[src/rtl/pll_seq_pkg.sv]
// Shared types and default constants for the PLL reset sequencer.
package pll_seq_pkg;

  localparam int unsigned DEF_PLL_RST_CYCLES      = 16;
  localparam int unsigned DEF_LOCK_TIMEOUT_CYCLES = 27000;  // 1 ms at 27 MHz
  localparam int unsigned DEF_LOCK_STABLE_CYCLES  = 1024;
  localparam int unsigned DEF_MAX_RETRIES         = 3;

  typedef enum logic [2:0] {
    ST_RST_PLL   = 3'd0,
    ST_WAIT_LOCK = 3'd1,
    ST_STABLE    = 3'd2,
    ST_RUN       = 3'd3,
    ST_FAULT     = 3'd4
  } seq_state_e;

  // Registered control outputs, all derived from the state alone.
  typedef struct packed {
    logic pll_reset;
    logic sys_reset;
    logic ready;
    logic fault;
  } seq_out_t;

  function automatic int unsigned max3(input int unsigned a, input int unsigned b,
                                       input int unsigned c);
    int unsigned m;
    m = (a > b) ? a : b;
    return (m > c) ? m : c;
  endfunction

  // Output levels for a given state; WAIT_LOCK and STABLE look identical.
  function automatic seq_out_t decode_outputs(input seq_state_e st);
    seq_out_t o;
    o = '{pll_reset: 1'b0, sys_reset: 1'b1, ready: 1'b0, fault: 1'b0};
    case (st)
      ST_RST_PLL: o.pll_reset = 1'b1;
      ST_RUN: begin
        o.sys_reset = 1'b0;
        o.ready     = 1'b1;
      end
      ST_FAULT: begin
        o.pll_reset = 1'b1;
        o.fault     = 1'b1;
      end
      default: ;
    endcase
    return o;
  endfunction

endpackage

[src/rtl/pll_lock_sync.sv]
// Two-flop synchronizer bringing the asynchronous PLL lock into the clkin domain.
module pll_lock_sync (
  input  logic clkin_i,
  input  logic reset_i,
  input  logic lock_i,
  output logic lock_s_o
);

  logic meta_q;
  logic sync_q;

  // Shift lock through two flops; both clear on reset.
  always_ff @(posedge clkin_i) begin
    if (reset_i) begin
      meta_q <= 1'b0;
      sync_q <= 1'b0;
    end else begin
      // NOTE: non-blocking so sync_q takes the pre-edge meta_q, giving two real stages.
      meta_q <= lock_i;
      sync_q <= meta_q;
    end
  end

  assign lock_s_o = sync_q;

endmodule

[src/rtl/pll_reset_sequencer.sv]
// PLL reset sequencer: pulses the PLL reset, waits for a stable lock with
// bounded retries, then releases the downstream system reset.
module pll_reset_sequencer
  import pll_seq_pkg::*;
#(
  parameter int unsigned PLL_RST_CYCLES      = DEF_PLL_RST_CYCLES,
  parameter int unsigned LOCK_TIMEOUT_CYCLES = DEF_LOCK_TIMEOUT_CYCLES,
  parameter int unsigned LOCK_STABLE_CYCLES  = DEF_LOCK_STABLE_CYCLES,
  parameter int unsigned MAX_RETRIES         = DEF_MAX_RETRIES
) (
  input  logic       clkin,
  input  logic       reset,
  input  logic       lock,
  input  logic       restart,
  output logic       pll_reset,
  output logic       sys_reset,
  output logic       ready,
  output logic       fault,
  output logic [1:0] retry_count,
  output logic [7:0] lost_count
);

  localparam int unsigned MAX_CYCLES =
    max3(PLL_RST_CYCLES, LOCK_TIMEOUT_CYCLES, LOCK_STABLE_CYCLES);
  localparam int unsigned CNT_W = (MAX_CYCLES > 1) ? $clog2(MAX_CYCLES) : 1;

  localparam logic [CNT_W-1:0] RST_LAST     = CNT_W'(PLL_RST_CYCLES - 1);
  localparam logic [CNT_W-1:0] TIMEOUT_LAST = CNT_W'(LOCK_TIMEOUT_CYCLES - 1);
  // The WAIT_LOCK cycle that first saw lock_s=1 is the first of the stable
  // window, so STABLE itself only needs LOCK_STABLE_CYCLES-1 more cycles.
  localparam logic [CNT_W-1:0] STABLE_LAST  =
    CNT_W'((LOCK_STABLE_CYCLES > 1) ? LOCK_STABLE_CYCLES - 2 : 0);
  localparam logic [1:0]       RETRY_LIMIT  = 2'(MAX_RETRIES);

  seq_state_e       state_q, state_d;
  logic [CNT_W-1:0] cnt_q, cnt_d;
  logic [1:0]       retry_q, retry_d;
  logic [7:0]       lost_q, lost_d;
  seq_out_t         out_q, out_d;
  logic             lock_s;

  pll_lock_sync u_lock_sync (
    .clkin_i (clkin),
    .reset_i (reset),
    .lock_i  (lock),
    .lock_s_o(lock_s)
  );

  // Next-state, counter, retry/loss bookkeeping and output decode of the next state.
  always_comb begin
    // NOTE: every signal gets a default first so no branch can leave a latch.
    state_d = state_q;
    cnt_d   = cnt_q;
    retry_d = retry_q;
    lost_d  = lost_q;

    unique case (state_q)
      ST_RST_PLL: begin
        cnt_d = cnt_q + CNT_W'(1);
        if (cnt_q == RST_LAST) state_d = ST_WAIT_LOCK;
      end
      ST_WAIT_LOCK: begin
        cnt_d = cnt_q + CNT_W'(1);
        if (lock_s) begin
          state_d = ST_STABLE;
        end else if (cnt_q == TIMEOUT_LAST) begin
          if (retry_q == RETRY_LIMIT) begin
            state_d = ST_FAULT;
          end else begin
            state_d = ST_RST_PLL;
            retry_d = retry_q + 2'd1;
          end
        end
      end
      ST_STABLE: begin
        cnt_d = cnt_q + CNT_W'(1);
        if (!lock_s) begin
          state_d = ST_WAIT_LOCK;
        end else if (cnt_q == STABLE_LAST) begin
          state_d = ST_RUN;
          retry_d = '0;
        end
      end
      ST_RUN: begin
        if (!lock_s) begin
          state_d = ST_RST_PLL;
          if (lost_q != 8'hFF) lost_d = lost_q + 8'd1;
        end
      end
      ST_FAULT: state_d = ST_FAULT;
      default:  state_d = ST_RST_PLL;
    endcase

    // Restart wins over any lock event or timeout decided above.
    if (restart) begin
      state_d = ST_RST_PLL;
      retry_d = '0;
      lost_d  = lost_q;
    end

    // Any state entry, including a restart into RST_PLL, starts a fresh count.
    if (restart || (state_d != state_q)) cnt_d = '0;

    out_d = decode_outputs(state_d);
  end

  // State, counter and registered outputs; synchronous reset discards all progress.
  always_ff @(posedge clkin) begin
    if (reset) begin
      state_q <= ST_RST_PLL;
      cnt_q   <= '0;
      retry_q <= '0;
      lost_q  <= '0;
      out_q   <= decode_outputs(ST_RST_PLL);
    end else begin
      state_q <= state_d;
      cnt_q   <= cnt_d;
      retry_q <= retry_d;
      lost_q  <= lost_d;
      out_q   <= out_d;
    end
  end

  assign pll_reset   = out_q.pll_reset;
  assign sys_reset   = out_q.sys_reset;
  assign ready       = out_q.ready;
  assign fault       = out_q.fault;
  assign retry_count = retry_q;
  assign lost_count  = lost_q;

endmodule

[config.mk]
export PLATFORM = sky130hd
export DESIGN_NAME = pll_reset_sequencer
export DESIGN_NICKNAME = d
export VERILOG_FILES = /design/src/rtl/pll_seq_pkg.sv /design/src/rtl/pll_lock_sync.sv /design/src/rtl/pll_reset_sequencer.sv
export SDC_FILE = /design/constraint.sdc
export NUM_CORES = 1
export LEC_CHECK = 0
export BUFFER_PORTS_ARGS = -buffer_cell sky130_fd_sc_hd__buf_2
export CAP_MARGIN = 20
export CORE_MARGIN = 8
export CORE_UTILIZATION = 50
export CTS_BUF_LIST = sky130_fd_sc_hd__clkbuf_16
export DETAILED_ROUTE_END_ITERATION = 7
export PLACE_DENSITY = 0.7
export REMOVE_ABC_BUFFERS = 1
export SETUP_SLACK_MARGIN = 0.3
export SLEW_MARGIN = 15
export SYNTH_ARGS = -nofsm -noshare
export SYNTH_HDL_FRONTEND = slang
export SYNTH_SLANG_ARGS = --single-unit
export TNS_END_PERCENT = 30
[constraint.sdc]
create_clock -name clkin -period 2.1 [get_ports clkin]
set_input_delay 0.315 -clock clkin [delete_from_list [all_inputs] [get_ports clkin]]
set_output_delay 0.315 -clock clkin [all_outputs]
set_load 0.01 [all_outputs]
==> metrics.txt, run 1 <==
run status=finished clean; Die H=73.8 um; Max Root-Sink Buffers=2; asr flop ratio synth=0; Worst Path Buf+Inv=0; I/O pin total=18; vias in the first global route=1441; Starting DRT DRC Count=66; post-place setup slack=-0.0696 ns; pin count of the biggest net entering global routing=13; setup TNS=0 ns; Crit path max-delay family=simple AND/OR/NAND/NOR gates; hpwl dp=2.65 mm; Setup Skew=0.00193 ns; first-pass GRT wire length=6.76 mm; area of the core=0.00326 mm^2; Cells after Synth=189; Tightest Hold Check Type=input port to flip-flop; Worst-Skew Late Latency=0.28 ns; # rows=21; Starting Density=0.512; share of the yosys chip area belonging to registers=0.408; static leakage=0.817 nW; total gr overflow=0; most frequent cells in the layout=24 x dfxtp_1, 17 x nor2_1, 17 x buf_2; clock slew at reported path FFs=0.05 ns; Worst setup SP type=flip-flop; Worst-Margin Slew=0.500 ns; Slew Limit Fails=0; CP Cell Sequence=or4_4 > nor3_4 > a21o_1 > o21ai_4 > mux2i_4 > nor3_1; YS warnings=0; Max Freq=518 MHz; layout cells sized above 1=0.319; Logic pwr share=0.034; relative slew slack=0.664; final core occ=0.662; switching component of the power=312 uW; Overall Power=1.67 mW; clock share of power=0.572; die width=73.8 um; CP max FO=7; hold buffers post-CTS=0; initial antenna violation count=0; crit path kind=flip-flop to flip-flop; critical path arrival=2.08 ns; Cell Area, Synth=0.00167 mm^2; post-route ant nets=0; final setup fails=0; Die ar.=0.00544 mm^2; Final Hold Vio Count=0; Final nets=223; number of fill cells=270; drt drc=0; vias after detailed routing=1460; area growth from synthesis to layout=29.3%; period utilisation layout=0.920; Synth Flop Type=dfxtp_1; pwr dens=773 mW/mm^2; CTS root buf=clkbuf_16; CTS sink cnt=34; RSZ-0062 raised after global routing=yes; aggregate routed wire length=4.06 mm; routed vias/inst=5.57; required time worst endpoint=2.25 ns; setup ws final=0.169 ns; Max Cap Violations=0; commonest non-fill, non-tap cell in the layout=dfxtp_1; final worst path period need=1.93 ns; Synth Area per Inst=8.82 um^2; sequential power share=0.394; Pint=1.35 mW; peak supply drop=574 uV; endpoint class of the critical path=flip-flop; TritonCTS clock tree=done; htree depth=2; gr usage total=0.159; Placer Congestion=0.843; antenna cells=0; Worst path slowest cell=or4_4; FF+latch count, synth=34; synth unique cells=43; routed len/inst=15.5 um; CTS buffer count=5; Critical Path Max Stage Delay=0.54 ns; drt pass-1 iters=5; switching share of power=0.188; Port Buffers=17; number of synthesized flops with an enable pin=0
## power groups by stage
stage	combinational, mW	sequential [mW]	clock, mW
3_5_place_dp	0.0417	0.670	0
4_1_cts	0.0540	0.656	0.966
6_report	0.0565	0.657	0.953
2_1_floorplan	0.0253	0.668	0
3_3_place_gp	0.0407	0.669	0
5_1_grt	0.0602	0.657	0.997
## through the flow
step                hold slack, ns  instance area (um^2)  instances
floorplan                    0.384                  1610        179
global placement             0.429                  1820        250
detailed placement           0.438                  1820        250
CTS                          0.246                  2130        262
global route                 0.246                  2160        262
finish                       0.243                  2160        262
## metal layers
metal | track usage | wire length (um) | part of all wire
met3 | 0.0491 | 219 | 0.054
met1 | 0.185 | 1800 | 0.44
met4 | 0.0532 | 46 | 0.011
met5 | 0 | 0 | 0
met2 | 0.267 | 1990 | 0.49
## worst paths after layout
check	startpoint	endpoint	slack, ns	cells after the start
hold reg to reg	u_lock_sync.meta_q	u_lock_sync.lock_s_o	0.44	1
hold / removal	restart	state_q[1]	0.24	2
setup reg to reg	cnt_q[11]	cnt_q[0]	0.17	6
setup / recovery	cnt_q[11]	cnt_q[0]	0.17	6
## repair_timing
item,CTS,global route
gates resized for setup,23,7
setup endpoints to repair,17,24
pin swaps,5,3
gates cloned,1,0
setup buffers,3,0
hold endpoints to repair,0,0
## area by class of cell
class | instances | area, um^2 | area share
inverter | 4 | 15.0 | 0.00696
sequential | 34 | 696 | 0.323
tap | 46 | 57.6 | 0.0267
clock inverter | 3 | 68.8 | 0.0319
multi-input combinational | 142 | 1030 | 0.476
timing repair buffer | 28 | 168 | 0.0778
clock buffer | 5 | 125 | 0.0580
## flip-flops by register name, indices dropped and copies added, names as in the netlist
name	count
cnt_q	15
fault	1
lost_count	8
pll_reset	1
ready	1
retry_count	2
state_q	3
sys_reset	1
u_lock_sync.lock_s_o	1
u_lock_sync.meta_q	1
## cell families (layout without fill, tap and decap cells)
family / after synthesis / count (layout) / share of synthesized area
xor gates and xnor gates: 21 / 21 / 0.110
AOI/OAI and AO/OA: 19 / 19 / 0.0720
DFF: 34 / 34 / 0.408
adders and majority gates: 4 / 4 / 0.0300
muxes: 2 / 3 / 0.0143
buffers and inverters: 14 / 40 / 0.0420
and+or+nand+nor: 95 / 95 / 0.323
## worst register-to-register path, delay by kind of cell, from the launching register on
kind,cells,cell delay [ns]
AO/OA/AOI/OAI,2,0.28
flip-flops,1,0.35
multiplexers,1,0.38
AND/OR/NAND/NOR,3,0.79
## cells in the mapped netlist (7+ instances only)
library cell | n | area share
xnor2_1 | 7 | 0.037
dfxtp_1 | 34 | 0.41
nor3_1 | 19 | 0.057
nor2_1 | 17 | 0.038
nand3_1 | 7 | 0.021
xor2_1 | 14 | 0.074
nand4_1 | 9 | 0.034
nand2_1 | 15 | 0.034
a21oi_1 | 8 | 0.024
Note: power is estimated with default switching activity, not from simulation.
==> run 2: changes to the inputs <==
RECOVER_POWER = 25   (was unset)
==> run 2 against run 1 <==
  * Routed wire length grew 0.62%
  * Final area down 0.58%
  * Non-clock buffer count is the same
  * Sequential power hardly changed
  * First-iteration DRC count grew 9.1%
  * Core utilization shrank 0.38 points
  * Clock-buffer cell count unchanged
  * Cell count did not move
  * Fmax hardly changed
  * Clock power about the same
  * Setup slack gained 0.00067 ns
  * Critical path type unchanged
==> metrics.txt, run 2 (synthesized netlist as in run 1, its figures left out) <==
Reg-to-Reg End=cnt_q[0] (unchanged); Worst-Skew Late Latency=0.28 ns (about the same); commonest non-fill, non-tap cell in the layout=dfxtp_1 (unchanged); Die H=73.8 um (unchanged); flop2flop setup slack=0.17 ns (about the same); final core occ=0.658 (was 0.662); routed vias/inst=5.63 (was 5.57); CTS sink cnt=34 (unchanged); CTS root buf=clkbuf_16 (unchanged); Starting DRT DRC Count=72 (was 66); final cell count without fillers=262 (unchanged); RSZ-0062 raised after global routing=yes (unchanged); gr usage total=0.159 (unchanged); Placer Congestion=0.843 (unchanged); # rows=21 (unchanged); Setup Skew=0.00183 ns (was 0.00193 ns); final instance area=0.00214 mm^2 (was 0.00216 mm^2); post-route ant nets=0 (unchanged); Port Buffers=17 (unchanged); Worst path slowest cell=or4_4 (unchanged); pwr dens=777 mW/mm^2 (was 773 mW/mm^2); Max Root-Sink Buffers=2 (unchanged); aggregate routed wire length=4.08 mm (was 4.06 mm); layout cells sized above 1=0.273 (was 0.319); Slew Limit Fails=0 (unchanged); Tightest Hold Check Type=input port to flip-flop (unchanged); drt drc=0 (unchanged); worst reg2reg path depth=6 (unchanged); die width=73.8 um (unchanged); Post-DP Area=0.00182 mm^2 (unchanged); pin count of the biggest net entering global routing=13 (unchanged); final setup fails=0 (unchanged); placed cell count=250 (unchanged); Final Hold Vio Count=0 (unchanged); routed len/inst=15.6 um (was 15.5 um); period utilisation layout=0.919 (was 0.920); vias after detailed routing=1474 (was 1460); vias in the first global route=1441 (unchanged); initial antenna violation count=0 (unchanged); Worst Setup EP=cnt_q[0] (unchanged); hold buffers post-CTS=0 (unchanged); critical path arrival=2.08 ns (about the same); antenna cells=0 (unchanged); htree depth=2 (unchanged); Die ar.=0.00544 mm^2 (unchanged); Final nets=223 (unchanged); Max Freq=518 MHz (about the same); total gr overflow=0 (unchanged); Max Cap Violations=0 (unchanged); TritonCTS clock tree=done (unchanged); Largest register FFs=15 (unchanged); final worst path period need=1.93 ns (about the same); run status=finished clean (unchanged); crit path kind=flip-flop to flip-flop (unchanged); Worst-Margin Slew=0.501 ns (was 0.500 ns); clock slew at reported path FFs=0.05 ns (about the same); area of the core=0.00326 mm^2 (unchanged); Worst path depth=6 (unchanged); Overall Power=1.67 mW (about the same); static leakage=0.781 nW (was 0.817 nW); number of fill cells=275 (was 270); most frequent cells in the layout=24 x dfxtp_1, 17 x nor2_1, 15 x nand2_1 (was 24 x dfxtp_1, 17 x nor2_1, 17 x buf_2); CP max FO=7 (unchanged); Starting Density=0.512 (unchanged); Crit path max-delay family=simple AND/OR/NAND/NOR gates (unchanged); first-pass GRT wire length=6.76 mm (unchanged); required time worst endpoint=2.25 ns (about the same); drt pass-1 iters=4 (was 5); Worst Path Buf+Inv=0 (unchanged); Worst setup SP type=flip-flop (unchanged); area growth from synthesis to layout=28.5% (was 29.3%); Critical Path Max Stage Delay=0.54 ns (about the same); r2r startpoint=cnt_q[11] (unchanged); Top reg by flops=cnt_q (unchanged); relative slew slack=0.663 (was 0.664); I/O pin total=18 (unchanged); endpoint class of the critical path=flip-flop (unchanged); CTS buffer count=5 (unchanged); CP Cell Sequence=or4_4 > nor3_4 > a21o_1 > o21ai_4 > mux2i_4 > nor3_1 (unchanged); hpwl dp=2.65 mm (unchanged); peak supply drop=575 uV (was 574 uV); worst setup path start=cnt_q[11] (unchanged)
[run 2: cell types whose count changed in the layout (fill, tap and decap cells not counted)]
cell,before,now
buf_2,17,7
clkbuf_1,0,10
[run 2: worst min-delay path by stage]
stage / from / endpoint / slack [ns] / cells past startpoint
after floorplan: reset / lost_count[5] / 0.38 / 1
after global routing: restart / state_q[1] / 0.25 / 2
after CTS: lock / u_lock_sync.meta_q / 0.25 / 2
after detailed placement: u_lock_sync.meta_q / u_lock_sync.lock_s_o / 0.44 / 1
final: restart / state_q[1] / 0.25 / 2
after global placement: u_lock_sync.meta_q / u_lock_sync.lock_s_o / 0.43 / 1
[run 2: repair_timing]
item | 4_1_cts | 5_1_grt
setup buffers | 3 | 0
setup endpoints to repair | 17 | 24
gates cloned | 1 | 0
pin swaps | 5 | 3
gates resized for setup | 23 | 7
[run 2: layer usage]
| layer | GRT usage | part of all wire | up-vias |
|---|---|---|---|
| li1 | - | - | 719 |
| met1 | 0.185 | 0.44 | 712 |
| met2 | 0.267 | 0.50 | 38 |
| met3 | 0.0491 | 0.051 | 5 |
| met4 | 0.0532 | 0.0093 | 0 |
| met5 | 0 | 0 | - |
[run 2: layout make-up]
cell class	instances	area [um^2]	area share
multi-input combinational	142	1030	0.479
tap	46	57.6	0.0269
sequential	34	696	0.325
clock inverter	3	68.8	0.0321
timing repair buffer	28	155	0.0724
inverter	4	15.0	0.00701
clock buffer	5	125	0.0584
[run 2: where the power goes]
group | total [mW] | switching, mW | internal, mW
combinational | 0.0559 | 0.0333 | 0.0226
sequential | 0.657 | 0.00729 | 0.649
clock | 0.953 | 0.272 | 0.681
[run 2: stage by stage]
step / hold slack, ns / setup WS, ns / setup TNS (ns)
6_report: 0.246 / 0.169 / 0
5_1_grt: 0.246 / 0.120 / 0
4_1_cts: 0.246 / 0.211 / 0
3_5_place_dp: 0.438 / -0.0696 / -0.727
3_3_place_gp: 0.429 / -0.0151 / -0.0570
2_1_floorplan: 0.384 / 0.203 / 0
[run 2: worst register-to-register path, cell delays in order, from the launching register on]
cell     delay (ns)
dfxtp_4        0.35
or4_4          0.54
nor3_4         0.14
a21o_1         0.17
o21ai_4        0.11
mux2i_4        0.37
nor3_1         0.11
